$ cat src/rtl/machine_rr_arbiter_if.sv
// Requester, datapath and response signals of machine_rr_arbiter.
// master: the arbiter side. slave: requesters, datapath and response consumer.
interface machine_rr_arbiter_if;
    localparam int unsigned OP_W  = 8;
    localparam int unsigned RES_W = 12;

    logic             req0_valid;
    logic [OP_W-1:0]  req0_data;
    logic             req0_ready;
    logic             req1_valid;
    logic [OP_W-1:0]  req1_data;
    logic             req1_ready;
    logic [OP_W-1:0]  dp_x;
    logic             dp_en;
    logic [RES_W-1:0] dp_result;
    logic             rsp_valid;
    logic             rsp_id;
    logic [RES_W-1:0] rsp_data;
    logic             rsp_ready;
    logic             busy;

    modport master (
        input  req0_valid, req0_data, req1_valid, req1_data, dp_result, rsp_ready,
        output req0_ready, req1_ready, dp_x, dp_en, rsp_valid, rsp_id, rsp_data, busy
    );

    modport slave (
        output req0_valid, req0_data, req1_valid, req1_data, dp_result, rsp_ready,
        input  req0_ready, req1_ready, dp_x, dp_en, rsp_valid, rsp_id, rsp_data, busy
    );
endinterface

$ cat src/rtl/machine_rr_arbiter.sv
// Two-requester round-robin front end for a shared fixed-latency datapath.
// Define MACHINE_ARB_STATS_EN to add saturating per-requester grant counters.
module machine_rr_arbiter #(
    parameter int unsigned LATENCY = 1,
    parameter int unsigned CNT_W   = 16
) (
    input  logic                 system1000,
    input  logic                 system1000_rstn,
`ifdef MACHINE_ARB_STATS_EN
    output logic [CNT_W-1:0]     grant0_cnt,
    output logic [CNT_W-1:0]     grant1_cnt,
`endif
    machine_rr_arbiter_if.master bus
);
    localparam int unsigned OP_W   = 8;
    localparam int unsigned RES_W  = 12;
    localparam int unsigned WAIT_W = 4;

    typedef enum logic [1:0] {
        ST_IDLE  = 2'd0,
        ST_ISSUE = 2'd1,
        ST_WAIT  = 2'd2,
        ST_RESP  = 2'd3
    } state_e;

    state_e             state_q;
    logic               ptr_q;
    logic [OP_W-1:0]    dp_x_q;
    logic               dp_en_q;
    logic               rsp_valid_q;
    logic               rsp_id_q;
    logic [RES_W-1:0]   rsp_data_q;
    logic               busy_q;
    logic [WAIT_W-1:0]  wait_cnt_q;
`ifdef MACHINE_ARB_STATS_EN
    logic [CNT_W-1:0]   grant0_q;
    logic [CNT_W-1:0]   grant1_q;
`endif

    logic winner_vld_c;
    logic winner_id_c;
    logic accept_c;

    // Pointer only breaks ties; a lone requester always wins.
    always_comb begin
        winner_vld_c = 1'b0;
        winner_id_c  = 1'b0;
        if (bus.req0_valid && bus.req1_valid) begin
            winner_vld_c = 1'b1;
            winner_id_c  = ptr_q;
        end else if (bus.req1_valid) begin
            winner_vld_c = 1'b1;
            winner_id_c  = 1'b1;
        end else if (bus.req0_valid) begin
            winner_vld_c = 1'b1;
            winner_id_c  = 1'b0;
        end
    end

    assign accept_c       = system1000_rstn && (state_q == ST_IDLE) && winner_vld_c;
    assign bus.req0_ready = accept_c && !winner_id_c;
    assign bus.req1_ready = accept_c && winner_id_c;

    always_ff @(posedge system1000) begin
        if (!system1000_rstn) begin
            state_q     <= ST_IDLE;
            ptr_q       <= 1'b0;
            dp_x_q      <= '0;
            dp_en_q     <= 1'b0;
            rsp_valid_q <= 1'b0;
            rsp_id_q    <= 1'b0;
            rsp_data_q  <= '0;
            busy_q      <= 1'b0;
            wait_cnt_q  <= '0;
`ifdef MACHINE_ARB_STATS_EN
            grant0_q    <= '0;
            grant1_q    <= '0;
`endif
        end else begin
            case (state_q)
                ST_IDLE: begin
                    if (accept_c) begin
                        dp_x_q   <= winner_id_c ? bus.req1_data : bus.req0_data;
                        rsp_id_q <= winner_id_c;
                        ptr_q    <= !winner_id_c;
                        dp_en_q  <= 1'b1;
                        busy_q   <= 1'b1;
                        state_q  <= ST_ISSUE;
`ifdef MACHINE_ARB_STATS_EN
                        if (!winner_id_c && !(&grant0_q)) grant0_q <= grant0_q + CNT_W'(1);
                        if (winner_id_c && !(&grant1_q))  grant1_q <= grant1_q + CNT_W'(1);
`endif
                    end
                end
                ST_ISSUE: begin
                    dp_en_q    <= 1'b0;
                    wait_cnt_q <= WAIT_W'(LATENCY);
                    state_q    <= ST_WAIT;
                end
                ST_WAIT: begin
                    // Counter at 1 marks the cycle the datapath result is valid.
                    if (wait_cnt_q == WAIT_W'(1)) begin
                        rsp_data_q  <= bus.dp_result;
                        rsp_valid_q <= 1'b1;
                        state_q     <= ST_RESP;
                    end else begin
                        wait_cnt_q <= wait_cnt_q - WAIT_W'(1);
                    end
                end
                ST_RESP: begin
                    if (bus.rsp_ready) begin
                        rsp_valid_q <= 1'b0;
                        busy_q      <= 1'b0;
                        state_q     <= ST_IDLE;
                    end
                end
                default: state_q <= ST_IDLE;
            endcase
        end
    end

    assign bus.dp_x      = dp_x_q;
    assign bus.dp_en     = dp_en_q;
    assign bus.rsp_valid = rsp_valid_q;
    assign bus.rsp_id    = rsp_id_q;
    assign bus.rsp_data  = rsp_data_q;
    assign bus.busy      = busy_q;
`ifdef MACHINE_ARB_STATS_EN
    assign grant0_cnt    = grant0_q;
    assign grant1_cnt    = grant1_q;
`endif
endmodule

$ cat src/flat_wrapper.sv
// flat-port wrapper written by rule: the top's interface ports become plain ports
module machine_rr_arbiter_flat 
#(
    parameter int unsigned LATENCY = 1,
    parameter int unsigned CNT_W   = 16
)
  (system1000, system1000_rstn, bus_req0_valid, bus_req0_data, bus_req1_valid, bus_req1_data, bus_dp_result, bus_rsp_ready, bus_req0_ready, bus_req1_ready, bus_dp_x, bus_dp_en, bus_rsp_valid, bus_rsp_id, bus_rsp_data, bus_busy);
  machine_rr_arbiter_if bus_i ();
  input  logic system1000;
  input  logic system1000_rstn;
  input wire logic [$bits(bus_i.req0_valid)-1:0] bus_req0_valid;
  input wire logic [$bits(bus_i.req0_data)-1:0] bus_req0_data;
  input wire logic [$bits(bus_i.req1_valid)-1:0] bus_req1_valid;
  input wire logic [$bits(bus_i.req1_data)-1:0] bus_req1_data;
  input wire logic [$bits(bus_i.dp_result)-1:0] bus_dp_result;
  input wire logic [$bits(bus_i.rsp_ready)-1:0] bus_rsp_ready;
  output wire logic [$bits(bus_i.req0_ready)-1:0] bus_req0_ready;
  output wire logic [$bits(bus_i.req1_ready)-1:0] bus_req1_ready;
  output wire logic [$bits(bus_i.dp_x)-1:0] bus_dp_x;
  output wire logic [$bits(bus_i.dp_en)-1:0] bus_dp_en;
  output wire logic [$bits(bus_i.rsp_valid)-1:0] bus_rsp_valid;
  output wire logic [$bits(bus_i.rsp_id)-1:0] bus_rsp_id;
  output wire logic [$bits(bus_i.rsp_data)-1:0] bus_rsp_data;
  output wire logic [$bits(bus_i.busy)-1:0] bus_busy;
  assign bus_i.req0_valid = bus_req0_valid;
  assign bus_i.req0_data = bus_req0_data;
  assign bus_i.req1_valid = bus_req1_valid;
  assign bus_i.req1_data = bus_req1_data;
  assign bus_i.dp_result = bus_dp_result;
  assign bus_i.rsp_ready = bus_rsp_ready;
  assign bus_req0_ready = bus_i.req0_ready;
  assign bus_req1_ready = bus_i.req1_ready;
  assign bus_dp_x = bus_i.dp_x;
  assign bus_dp_en = bus_i.dp_en;
  assign bus_rsp_valid = bus_i.rsp_valid;
  assign bus_rsp_id = bus_i.rsp_id;
  assign bus_rsp_data = bus_i.rsp_data;
  assign bus_busy = bus_i.busy;
  machine_rr_arbiter #(.LATENCY(LATENCY), .CNT_W(CNT_W)) u_core (.system1000(system1000), .system1000_rstn(system1000_rstn), .bus(bus_i));
endmodule
$ cat config.mk
export PLATFORM = sky130hd
export DESIGN_NAME = machine_rr_arbiter_flat
export DESIGN_NICKNAME = d
export VERILOG_FILES = /design/src/rtl/machine_rr_arbiter_if.sv /design/src/rtl/machine_rr_arbiter.sv /design/src/flat_wrapper.sv
export SDC_FILE = /design/constraint.sdc
export NUM_CORES = 1
export LEC_CHECK = 0
export ABC_AREA = 1
export CAP_MARGIN = 20
export CORE_MARGIN = 4
export CORE_UTILIZATION = 43
export CTS_CLUSTER_DIAMETER = 100
export DETAILED_ROUTE_END_ITERATION = 6
export PLACE_DENSITY = 0.85
export SLEW_MARGIN = 20
export SYNTH_ARGS = -nofsm -noshare
export SYNTH_HDL_FRONTEND = slang
export SYNTH_SLANG_ARGS = --single-unit
$ cat constraint.sdc
create_clock -name system1000 -period 1.85 [get_ports system1000]
set_input_delay 0.555 -clock system1000 [delete_from_list [all_inputs] [get_ports system1000]]
set_output_delay 0.555 -clock system1000 [all_outputs]
set_load 0.02 [all_outputs]
## After elaboration in Yosys (flattened, before gate mapping)

Cells that the tools add are included.

- Add/subtract/negate cells: 1
- Equality and inequality tests: 8
- Multiplexer cells: 18
- Reduce and logical (&&, ||, !) cells: 18

Operators with widths:

| kind | number |
|---|---|
| $reduce_and 3->1 | 3 |
| $mux 1 | 8 |
| $mux 8 | 1 |
| $pmux 2 s4 | 1 |
| $pmux 4 s2 | 1 |
| $reduce_and 2->1 | 4 |
| $reduce_bool 2->1 | 4 |
| $mux 2 | 3 |
| $pmux 1 s2 | 3 |
| $logic_and 1x1->1 | 5 |
| $eq 2x2->1 const B | 2 |
| $eq 4x1->1 const B | 1 |
| $mux 4 | 1 |
| $ne 2x1->1 const B | 2 |
| $ne 2x2->1 const B | 2 |
| $sub 4x1->4 const B | 1 |
| $eq 2x1->1 const B | 1 |
| $logic_not 2->1 | 1 |
| $logic_not 1->1 | 1 |

- Bits in registers: 31
- Bits of input ports: 33
- Output and inout port bits: 26
- Word-level logic and storage cells: 54

## Depth between registers and ports, before layout

Gate-level depths: netlist (run 1).

- Depth in word-level cells: 6
- Depth in mapped cells: 9
- Depth with buffers taken out: 9

## Worst setup path after synthesis (run 1)

No wires, ideal clock.

- Path type: reg2out
- Start point: register u_core.state_q[0]
- End point: output port bus_req0_ready
- Arrival time: 1.318 ns
- Required time: 1.295 ns
- Setup slack: -0.023 ns
- Cell stages (with the launch flop): 8
- Path buffers: 1
- Path through: dfxtp_1 inv_1 ha_1 nand2_2 inv_2 nand2_4 buf_6 a21oi_1

- Cells in the longest elaborated chain, start to end: 4

RTL lines:

| what | line | source |
|---|---|---|
| start: declaration | machine_rr_arbiter.sv:26 | `state_e state_q;` |
| start signal: assignment | machine_rr_arbiter.sv:66 | `state_q <= ST_IDLE;` |
| start signal: assignment | machine_rr_arbiter.sv:88 | `state_q <= ST_ISSUE;` |
| start signal: assignment | machine_rr_arbiter.sv:98 | `state_q <= ST_WAIT;` |
| $logic_not 2->1 | machine_rr_arbiter.sv:60 | `assign accept_c = system1000_rstn && (state_q == ST_IDLE) && winner_vld_c;` |
| $logic_and 1x1->1 (2 in series) | machine_rr_arbiter.sv:60 |  |
| $logic_and 1x1->1 | machine_rr_arbiter.sv:61 | `assign bus.req0_ready = accept_c && !winner_id_c;` |
| end: declaration | flat_wrapper.sv:17 | `output wire logic [$bits(bus_i.req0_ready)-1:0] bus_req0_ready;` |

Every way passes these cells.

## Final worst setup path (run 1)

- Start point: register u_core.state_q[1]
- End point: output port bus_req1_ready

- Cells in the longest elaborated chain, start to end: 4

RTL lines:

| what | line | source |
|---|---|---|
| $logic_not 2->1 | machine_rr_arbiter.sv:60 |  |
| $logic_and 1x1->1 (2 in series) | machine_rr_arbiter.sv:60 |  |
| $logic_and 1x1->1 | machine_rr_arbiter.sv:62 | `assign bus.req1_ready = accept_c && winner_id_c;` |
| end: declaration | flat_wrapper.sv:18 | `output wire logic [$bits(bus_i.req1_ready)-1:0] bus_req1_ready;` |

Every way passes these cells.

==> results.yml, run 1 <==
setup_path:
  crit_start: "u_core.state_q[1]$_SDFFE_PN0P_"
  critPathLaunchType: "flip-flop"
  cpMostUsedCell: "inv_2"
  critPathSlowestCell: "dfxtp_2"
  crit_family: "flip-flops"
  max_stage_delay_ns: 0.33
  endpoint: "bus_req1_ready"
  reg2reg_to: "u_core.bus.rsp_valid$_SDFFE_PN0P_"
  worstPathMaxFanout: 3
  crit_buf_inv: 3
  regToRegSetupSlack_ns: 0.29
  path_cells: "inv_2 -> ha_4 -> nand2_2 -> inv_2 -> nand2_4 -> nor2_4 -> buf_6"
  rr_worst_depth: 7
  critical_path.endpoint_type: "output pin"
  r2r_start: "u_core.state_q[0]$_SDFFE_PN0P_"
  cp.required_ns: 1.29
  arrival_ns: 1.29
  worstSetupPathType: "reg2out"
  cp.depth: 7
drt:
  routedWlPerCell_um: 12.6
  top_layer: "met4"
  avgViaCountPerCell: 4.86
  drt_first_iter_violations: 75
  dr_wl_met2_mm: 2.03
  wl_mm: 4.16
  dr_total_vias: 1603
  dr_wl_met3_um: 299
  drc: 0
  drtPass1Iterations: 4
  drtAntennaViolNets: 0
  wl_met1_mm: 1.70
timing:
  setup_viol: 0
  tightest_slew_ns: 0.278
  finalMaxSlewViolations: 0
  max_freq_mhz: 541
  rsz0062_at_grt: "yes"
  hold_viol_final: 0
  min_period_ns: 1.85
  max-slew-margin-rel_pct: 81.3
  skew_ns: 0.00944
  finalCritPeriodShare_pct: 100
finish:
  fin_area_mm2: 0.00234
  nNetsFinal: 324
  antenna_cells: 0
  nFillCells: 274
  drive_above_1_share_pct: 18.3
  area_growth_pct: 56.0
floorplanning:
  die_height_um: 67.0
  coreArea_mm2: 0.00334
  die_w_um: 67.0
  rows: 21
  start_util_pct: 44.9
  pin_count: 59
  die_area_mm2: 0.00449
place:
  gp_congestion: 0.769
  dp_hpwl_mm: 2.99
  place_area_mm2: 0.00222
  port_buffers: 58
cts:
  clockBufferDepth: 2
  cts_root_buf: "clkbuf_4"
  clock-sinks: 31
  cts_inserted_buffers: 5
  path_clk_slew_ns: 0.10
  htree_levels: 2
  clk_latency_ns: 0.33
  cts_tree: "done"
synthesis:
  yosysMostFrequentCell: "nand2_1"
  yosys_warnings: 0
  syn_area_mm2: 0.00150
  synth_fp_nets: 245
  yosys-top-cells-count: "73 x nand2_1, 31 x dfxtp_1, 29 x a21oi_1, 13 x inv_1, 10 x nand3_1"
  synth_area_leader_cell: "dfxtp_1"
  synth_area_leaders: "dfxtp_1 41%, nand2_1 18%, a21oi_1 9.7%"
  ys_types: 24
  syn-instance-count: 205
  ys_seq_area_share_pct: 41.4
  synth.top_cell.area_share_pct: 41.4
  synth-edff-count: 0
  ys_ff_latch: 31
  synth.avg_cell_area_um2: 7.31
  synth_flop_cell: "dfxtp_1"
  async_reset_ff_share_pct: 0
outcome:
  status: "finished, final reports clean"
power:
  leakagePower_nw: 1.22
  report.power.total_mw: 2.43
  p_comb_share_pct: 48.1
  pwr-share-clk_pct: 16.3
  p_sw_mw: 0.936
  ir_drop_mv: 0.675
  swShare_pct: 38.5
  intPower_mw: 1.50
  seqPwrFrac_pct: 35.5
  power_density_mw_per_mm2: 1040
worst_hold_path:
  min_path_type: "reg2reg"
global_route:
  antenna_found_initial: 0
  overflow: 0
  grt_pass1_wl_mm: 6.47
  track_usage_pct: 19.0
  grt_max_degree: 17
  grt_pass1_vias: 1483
job:
  cap_violations: 0
-- power groups by stage --
stage | Clock, mW | Sequential (mW) | Combinational [mW]
floorplan | 0 | 0.958 | 0.613
global placement | 0 | 0.867 | 1.11
detailed placement | 0 | 0.871 | 1.14
CTS | 0.413 | 0.863 | 1.15
global route | 0.444 | 0.880 | 1.29
finish | 0.397 | 0.864 | 1.17
-- cell families after synthesis --
logic type	count (synthesis)	synth area share (%)
xor gates and xnor gates	1	0.585
AOI/OAI and AO/OA	32	10.9
buffers and inverters	22	7.35
and+or+nand+nor	112	33.8
adders and majority gates	7	5.85
DFF	31	41.4
-- flip-flops by register name, indices dropped and copies added, names as in the netlist --
register,cells
u_core.bus.rsp_id,1
u_core.bus.dp_x,8
u_core.wait_cnt_q,4
u_core.bus.rsp_valid,1
u_core.bus.dp_en,1
u_core.ptr_q,1
u_core.state_q,2
u_core.bus.rsp_data,12
u_core.bus.busy,1
-- worst register-to-register path: stages (launching register included) --
cell,delay [ns]
dfxtp_2,0.34
inv_2,0.07
buf_4,0.11
ha_1,0.29
nand3_4,0.23
clkinv_2,0.23
nand2_1,0.08
a21oi_1,0.15
-- cell type report --
type,instances,area (um^2),area share (%)
multi-input cells,152,793,34.0
repair buffers,79,748,32.0
flip-flops and latches,31,623,26.7
inverters,15,57.6,2.46
well taps,46,57.6,2.46
clock buffers,6,51.3,2.20
clock inverters,1,5.00,0.214
-- cell usage in the layout, fill, tap and decap left out, drive strengths merged --
cell           instances
nand2                 78
dfxtp                 31
a21oi                 30
clkdlybuf4s50         29
buf                   23
dlygate4sd2           16
inv                   14
nor2                  14
dlymetal6s2s          11
nand3                 11
ha                     7
clkbuf                 6
nand4                  4
or2                    3
clkinv                 2
o21ai                  2
nor3                   2
xor2                   1
-- layer usage --
layer	global-route usage (%)	vias up
met4	10.6	0
met3	5.56	14
li1	-	813
met5	0	-
met2	31.9	46
met1	21.1	730
-- through the flow --
| stage | hold WS, ns | std cells | utilization (%) | setup TNS [ns] | setup WS (ns) |
|---|---|---|---|---|---|
| 2_1_floorplan | 0.457 | 205 | - | 0 | 0.103 |
| 6_report | 0.464 | 330 | 70.0 | 0 | 0.000827 |
| 5_1_grt | 0.481 | 330 | 70.0 | -0.122 | -0.0663 |
| 3_3_place_gp | 0.450 | 320 | 66.6 | -2.41 | -0.730 |
| 3_5_place_dp | 0.453 | 320 | 66.6 | -2.45 | -0.760 |
| 4_1_cts | 0.465 | 329 | 68.6 | -0.0181 | -0.0181 |
-- how the worst min path moves through the flow --
stage	cells past startpoint	slack [ns]	start	to
3_3_place_gp	2	0.45	u_core.bus.rsp_data[7]$_SDFFE_PN0P_	u_core.bus.rsp_data[7]$_SDFFE_PN0P_
6_report	2	0.46	u_core.bus.rsp_data[7]$_SDFFE_PN0P_	u_core.bus.rsp_data[7]$_SDFFE_PN0P_
4_1_cts	2	0.47	u_core.bus.rsp_data[4]$_SDFFE_PN0P_	u_core.bus.rsp_data[4]$_SDFFE_PN0P_
5_1_grt	2	0.48	u_core.bus.rsp_data[2]$_SDFFE_PN0P_	u_core.bus.rsp_data[2]$_SDFFE_PN0P_
3_5_place_dp	2	0.45	u_core.bus.rsp_data[4]$_SDFFE_PN0P_	u_core.bus.rsp_data[4]$_SDFFE_PN0P_
2_1_floorplan	2	0.46	u_core.wait_cnt_q[1]$_SDFFE_PN0P_	u_core.wait_cnt_q[1]$_SDFFE_PN0P_
-- what timing repair did --
item | 4_1_cts | 5_1_grt
gates resized for setup | 34 | 13
hold endpoints to repair | 0 | 0
hold buffers | 0 | 0
endpoints found under the setup margin | 15 | 13
pin swaps | 3 | 2
setup buffers | 2 | 1
cloned | 0 | 0
Power figures use the tool's default switching activity.
==> run 2: changes to the inputs <==
Settings changed: ABC_AREA 1 to 0, CORE_UTILIZATION 43 to 42, PLACE_DENSITY 0.85 to 0.84.
==> results.yml, run 2 <==
global_route:
  grt_pass1_wl_mm: 6.74
  gr-usage-met3_pct: 8.09
  track_usage_pct: 20.4
  grt_use_met1_pct: 20.9
  antenna_found_initial: 0
  grt_max_degree: 19
  busiest_layer: "met2"
  gr-usage-met2_pct: 35.0
  overflow: 0
  grt_pass1_vias: 1534
synthesis:
  synth.top_cell.area_share_pct: 42.8
  synth.avg_cell_area_um2: 8.33
  synth-simple-area-share_pct: 20.0
  ys_types: 29
  yosys_warnings: 0
  syn-instance-count: 174
  synth_top_family_by_area: "compound AO/OA/AOI/OAI gates"
  synth-edff-count: 0
  synth_area_leaders: "dfxtp_1 43%, nand2_1 8.3%, o21ai_0 7.2%"
  yosys-top-cells-count: "32 x nand2_1, 31 x dfxtp_1, 21 x o21ai_0, 20 x a21oi_1, 10 x nand3b_1"
  synthMuxAreaShare_pct: 2.07
  synth_adder_area_share_pct: 6.04
  synth_area_leader_cell: "dfxtp_1"
  yosys.area_share.xor_xnor_pct: 0
  async_reset_ff_share_pct: 0
  synth_fp_nets: 214
  syn_area_mm2: 0.00145
  synth_flop_cell: "dfxtp_1"
  ys_ff_latch: 31
  synth-compound-area-share_pct: 23.8
  yosysMostFrequentCell: "nand2_1"
  ys_seq_area_share_pct: 42.8
timing:
  max_freq_mhz: 520
  totalNegativeSetupSlack_ns: -0.137
  tightest_slew_ns: 0.296
  finalCritPeriodShare_pct: 104
  setup_viol: 2
  hold_viol_final: 0
  skew_ns: 0.0117
  rsz0062_at_grt: "yes"
  setup_slack_ns: -0.0741
  finalMaxSlewViolations: 0
  min_period_ns: 1.92
  max-slew-margin-rel_pct: 80.3
  hold_slack_ns: 0.457
cts:
  hold_buffers: 0
  clock-sinks: 31
  cts_inserted_buffers: 5
  clk_latency_ns: 0.34
  path_clk_slew_ns: 0.11
  htree_levels: 2
  cts_tree: "done"
  clockBufferDepth: 2
  cts_root_buf: "clkbuf_4"
setup_path:
  worstSetupPathType: "in2out"
  cp.required_ns: 1.29
  reg2reg_to: "u_core.state_q[0]$_SDFFE_PN0P_"
  worstPathMaxFanout: 5
  regToRegSetupSlack_ns: 0.12
  rr_worst_depth: 8
  r2r_start: "u_core.state_q[0]$_SDFFE_PN0P_"
  critical_path.endpoint_type: "output pin"
  critPathLaunchType: "input port"
  arrival_ns: 1.37
drt:
  drc: 0
  dr_total_vias: 1536
  drtAntennaViolNets: 0
  drtPass1Iterations: 4
  wl_mm: 4.26
  avgViaCountPerCell: 5.21
  drt_first_iter_violations: 86
  routedWlPerCell_um: 14.4
worst_hold_path:
  whs_path_depth: 2
  hold_start: "u_core.bus.rsp_data[5]$_SDFFE_PN0P_"
  min_path_type: "reg2reg"
  hold_end: "u_core.bus.rsp_data[5]$_SDFFE_PN0P_"
floorplanning:
  die_area_mm2: 0.00446
  pin_count: 59
  rows: 21
  coreArea_mm2: 0.00334
  die_w_um: 66.8
  die_height_um: 66.8
  start_util_pct: 43.5
finish:
  final_cell_mix: "32 x nand2_1, 29 x clkdlybuf4s50_1, 29 x dfxtp_1"
  nNetsFinal: 288
  nFillCells: 282
  antenna_cells: 0
  utilization_pct: 69.5
  largest_reg_flops: 12
  area_growth_pct: 60.0
  drive_above_1_share_pct: 17.3
  final_common_cell: "nand2_1"
place:
  port_buffers: 58
  dp_hpwl_mm: 2.85
  pre_cts_ws_ns: -0.743
  gp_congestion: 0.766
power:
  report.power.total_mw: 2.72
  power_density_mw_per_mm2: 1170
  ir_drop_mv: 0.693
  leakagePower_nw: 1.05
outcome:
  status: "complete, but fails checks"
  violations: "setup timing"
job:
  cap_violations: 0
[run 2: cell types whose count changed after synthesis, moves of 4 or more]
cell / delta
nand2_1: -41
o21ai_0: +19
nand3b_1: +10
a21oi_1: -9
a31oi_1: +8
nand3_1: -8
clkbuf_1: +7
inv_1: -7
nor2_1: -7
nand2_2: -4
nand4_1: -4
[run 2: logic make-up (layout without fill, tap and decap cells)]
group | after synthesis | in the layout
AOI/OAI and AO/OA | 58 | 58
and+or+nand+nor | 56 | 56
DFF | 31 | 31
buffers and inverters | 19 | 94
adders and majority gates | 7 | 7
muxes | 3 | 3
[run 2: critical path: stages]
cell	delay, ns
clkdlybuf4s15_1	0.27
o211ai_1	0.32
nor3_2	0.07
buf_4	0.16
[run 2: what timing repair did]
| action | 4_1_cts | 5_1_grt |
|---|---|---|
| pin swaps | 3 | 1 |
| setup endpoints to repair | 19 | 11 |
| endpoints found under the hold margin | 0 | 0 |
| resized for setup | 42 | 9 |
| buffers inserted | 4 | 0 |
[run 2: how the worst max path moves through the flow]
stage                                         from              to  slack, ns  cells past startpoint
floorplan           u_core.state_q[0]$_SDFFE_PN0P_  bus_req0_ready      -0.10                      7
global placement                    bus_req1_valid  bus_req1_ready      -0.73                      4
detailed placement                  bus_req0_valid  bus_req0_ready      -0.74                      4
CTS                 u_core.state_q[0]$_SDFFE_PN0P_  bus_req0_ready      -0.01                      5
global route        u_core.state_q[0]$_SDFFE_PN0P_  bus_req1_ready      -0.11                      5
finish                              bus_req1_valid  bus_req1_ready      -0.07                      4
[run 2: report_power, final]
part	internal, mW	leakage [nW]	switching (mW)	total, mW
combinational	0.626	0.748	0.638	1.26
clock	0.319	0.0482	0.243	0.562
sequential	0.808	0.254	0.0891	0.897
[run 2: area by class of cell]
cell class	count	area, um^2	share of cell area, %
flip-flops and latches	31	623	26.9
well taps	46	57.6	2.48
inverters	7	26.3	1.13
repair buffers	79	739	31.9
clock buffers	6	51.3	2.21
multi-input cells	124	787	33.9
clock inverters	2	35.0	1.51
[run 2: stage by stage]
stage	std cells	cell area [um^2]
after global placement	284	2190
final	295	2320
after detailed placement	284	2190
after global routing	295	2320
after floorplan	174	1460
after CTS	296	2300
[run 2: layer usage]
metal  routed length, um  vias to the layer above
li1                    -                      758
met2                2240                       47
met5                   0                        -
met4                 119                        0
met3                 229                        9
met1                1670                      722
==> run 3: changes to the inputs <==
Settings changed: CELL_PAD_IN_SITES_DETAIL_PLACEMENT set to 1, CELL_PAD_IN_SITES_GLOBAL_PLACEMENT set to 2, CORE_UTILIZATION 42 to 23.
==> results.yml, run 3 (same netlist as run 2, synthesis figures left out) <==
place:
  dp_hpwl_mm: 3.44
  pre_cts_ws_ns: -0.777
  port_buffers: 58
  gp_congestion: 0.689
timing:
  finalCritPeriodShare_pct: 97.6
  min_period_ns: 1.81
  setup_slack_ns: 0.0447
  rsz0062_at_grt: "yes"
  finalMaxSlewViolations: 0
  setup_viol: 0
  tightest_slew_ns: 0.335
  skew_ns: 0.00520
  hold_viol_final: 0
  max-slew-margin-rel_pct: 77.5
  max_freq_mhz: 554
  hold_slack_ns: 0.455
drt:
  drt_first_iter_violations: 37
  drc: 0
  drtAntennaViolNets: 0
  wl_mm: 4.48
  drtPass1Iterations: 4
  dr_total_vias: 1504
  avgViaCountPerCell: 4.57
  routedWlPerCell_um: 13.6
finish:
  drive_above_1_share_pct: 18.1
  final_cell_mix: "50 x clkdlybuf4s50_1, 32 x nand2_1, 29 x dfxtp_1"
  nNetsFinal: 293
  largest_reg_flops: 12
  final_common_cell: "clkdlybuf4s50_1"
  antenna_cells: 0
  area_growth_pct: 63.4
  nFillCells: 727
outcome:
  status: "finished, final reports clean"
global_route:
  grt_pass1_vias: 1569
  track_usage_pct: 12.3
  gr-usage-met3_pct: 3.60
  busiest_layer: "met2"
  overflow: 0
  gr-usage-met2_pct: 21.3
  grt_pass1_wl_mm: 7.53
  antenna_found_initial: 0
  grt_use_met1_pct: 15.0
  grt_max_degree: 19
setup_path:
  r2r_start: "u_core.state_q[0]$_SDFFE_PN0P_"
  cp.required_ns: 1.29
  crit_start: "bus_req0_valid"
  critPathLaunchType: "input port"
  critical_path.endpoint_type: "output pin"
  worstPathMaxFanout: 4
  arrival_ns: 1.25
  worstSetupPathType: "in2out"
floorplanning:
  die_height_um: 87.4
  die_w_um: 87.4
  start_util_pct: 24.1
  coreArea_mm2: 0.00603
  rows: 28
  die_area_mm2: 0.00764
  pin_count: 59
worst_hold_path:
  min_path_type: "reg2reg"
  hold_start: "u_core.bus.rsp_data[9]$_SDFFE_PN0P_"
power:
  power_density_mw_per_mm2: 1150
  p_comb_share_pct: 48.5
  seqPwrFrac_pct: 33.2
  intPower_mw: 1.75
  swShare_pct: 35.6
  pwr-share-clk_pct: 18.3
  leakagePower_nw: 0.926
  p_sw_mw: 0.969
  ir_drop_mv: 0.389
job:
  cap_violations: 0
cts:
  cts_root_buf: "clkbuf_8"
  clockBufferDepth: 2
  cts_tree: "done"
  clock-sinks: 31
  path_clk_slew_ns: 0.06
  htree_levels: 2
  hold_buffers: 0
  clk_latency_ns: 0.27
  cts_inserted_buffers: 5
==> run 3: worst max-delay path, stage by stage <==
cell and delay [ns]:
buf_2 0.12, and2b_2 0.22, o21a_2 0.22, buf_6 0.13
==> run 3: what timing repair did <==
action | in CTS | in global routing
setup buffers | 3 | 2
pin swaps | 4 | 3
gates resized for setup | 21 | 10
setup endpoints to repair | 2 | 7
==> run 3: layout make-up <==
| cell class | count | area [um^2] | share of cell area, % |
|---|---|---|---|
| Multi-Input combinational cell | 124 | 773 | 32.6 |
| Clock inverter | 1 | 5.00 | 0.211 |
| Tap cell | 75 | 93.8 | 3.96 |
| Timing Repair Buffer | 84 | 772 | 32.6 |
| Sequential cell | 31 | 623 | 26.3 |
| Clock buffer | 7 | 76.3 | 3.22 |
| Inverter | 7 | 26.3 | 1.11 |
==> run 3: path summary, 6_finish.rpt <==
check                                                      endpoint  depth (start not counted)  slack (ns)
worst max-delay path                                 bus_req0_ready                          4        0.04
worst min register to register  u_core.bus.rsp_data[9]$_SDFFE_PN0P_                          2        0.45
worst min-delay path            u_core.bus.rsp_data[9]$_SDFFE_PN0P_                          2        0.45
worst max register to register       u_core.state_q[1]$_SDFFE_PN0P_                          9        0.09
==> run 3: routing by layer <==
| metal | routed length (um) | part of all wire (%) |
|---|---|---|
| met5 | 0 | 0 |
| met2 | 2280 | 51 |
| met4 | 18 | 0.40 |
| met1 | 2020 | 45 |
| met3 | 171 | 3.8 |
==> run 3: stage by stage <==
| step | total power, mW | area (um^2) | setup TNS (ns) | utilization (%) | std cells |
|---|---|---|---|---|---|
| finish | 2.72 | 2370 | 0 | 39.3 | 329 |
| global route | 2.96 | 2370 | -0.00615 | 39.3 | 329 |
| CTS | 2.71 | 2340 | -0.00444 | 38.8 | 327 |
| detailed placement | 2.16 | 2240 | -2.16 | 37.1 | 316 |
| global placement | 2.13 | 2240 | -1.86 | 37.1 | 316 |
| floorplan | 1.61 | 1460 | -0.104 | - | 174 |
==> run 3: power by group through the flow <==
stage                     logic [mW]  registers, mW  clock network (mW)
after floorplan                0.610          0.998                   0
after global placement          1.22          0.909                   0
after detailed placement        1.25          0.913                   0
after CTS                       1.28          0.899               0.522
after global routing            1.47          0.926               0.561
final                           1.32          0.905               0.498
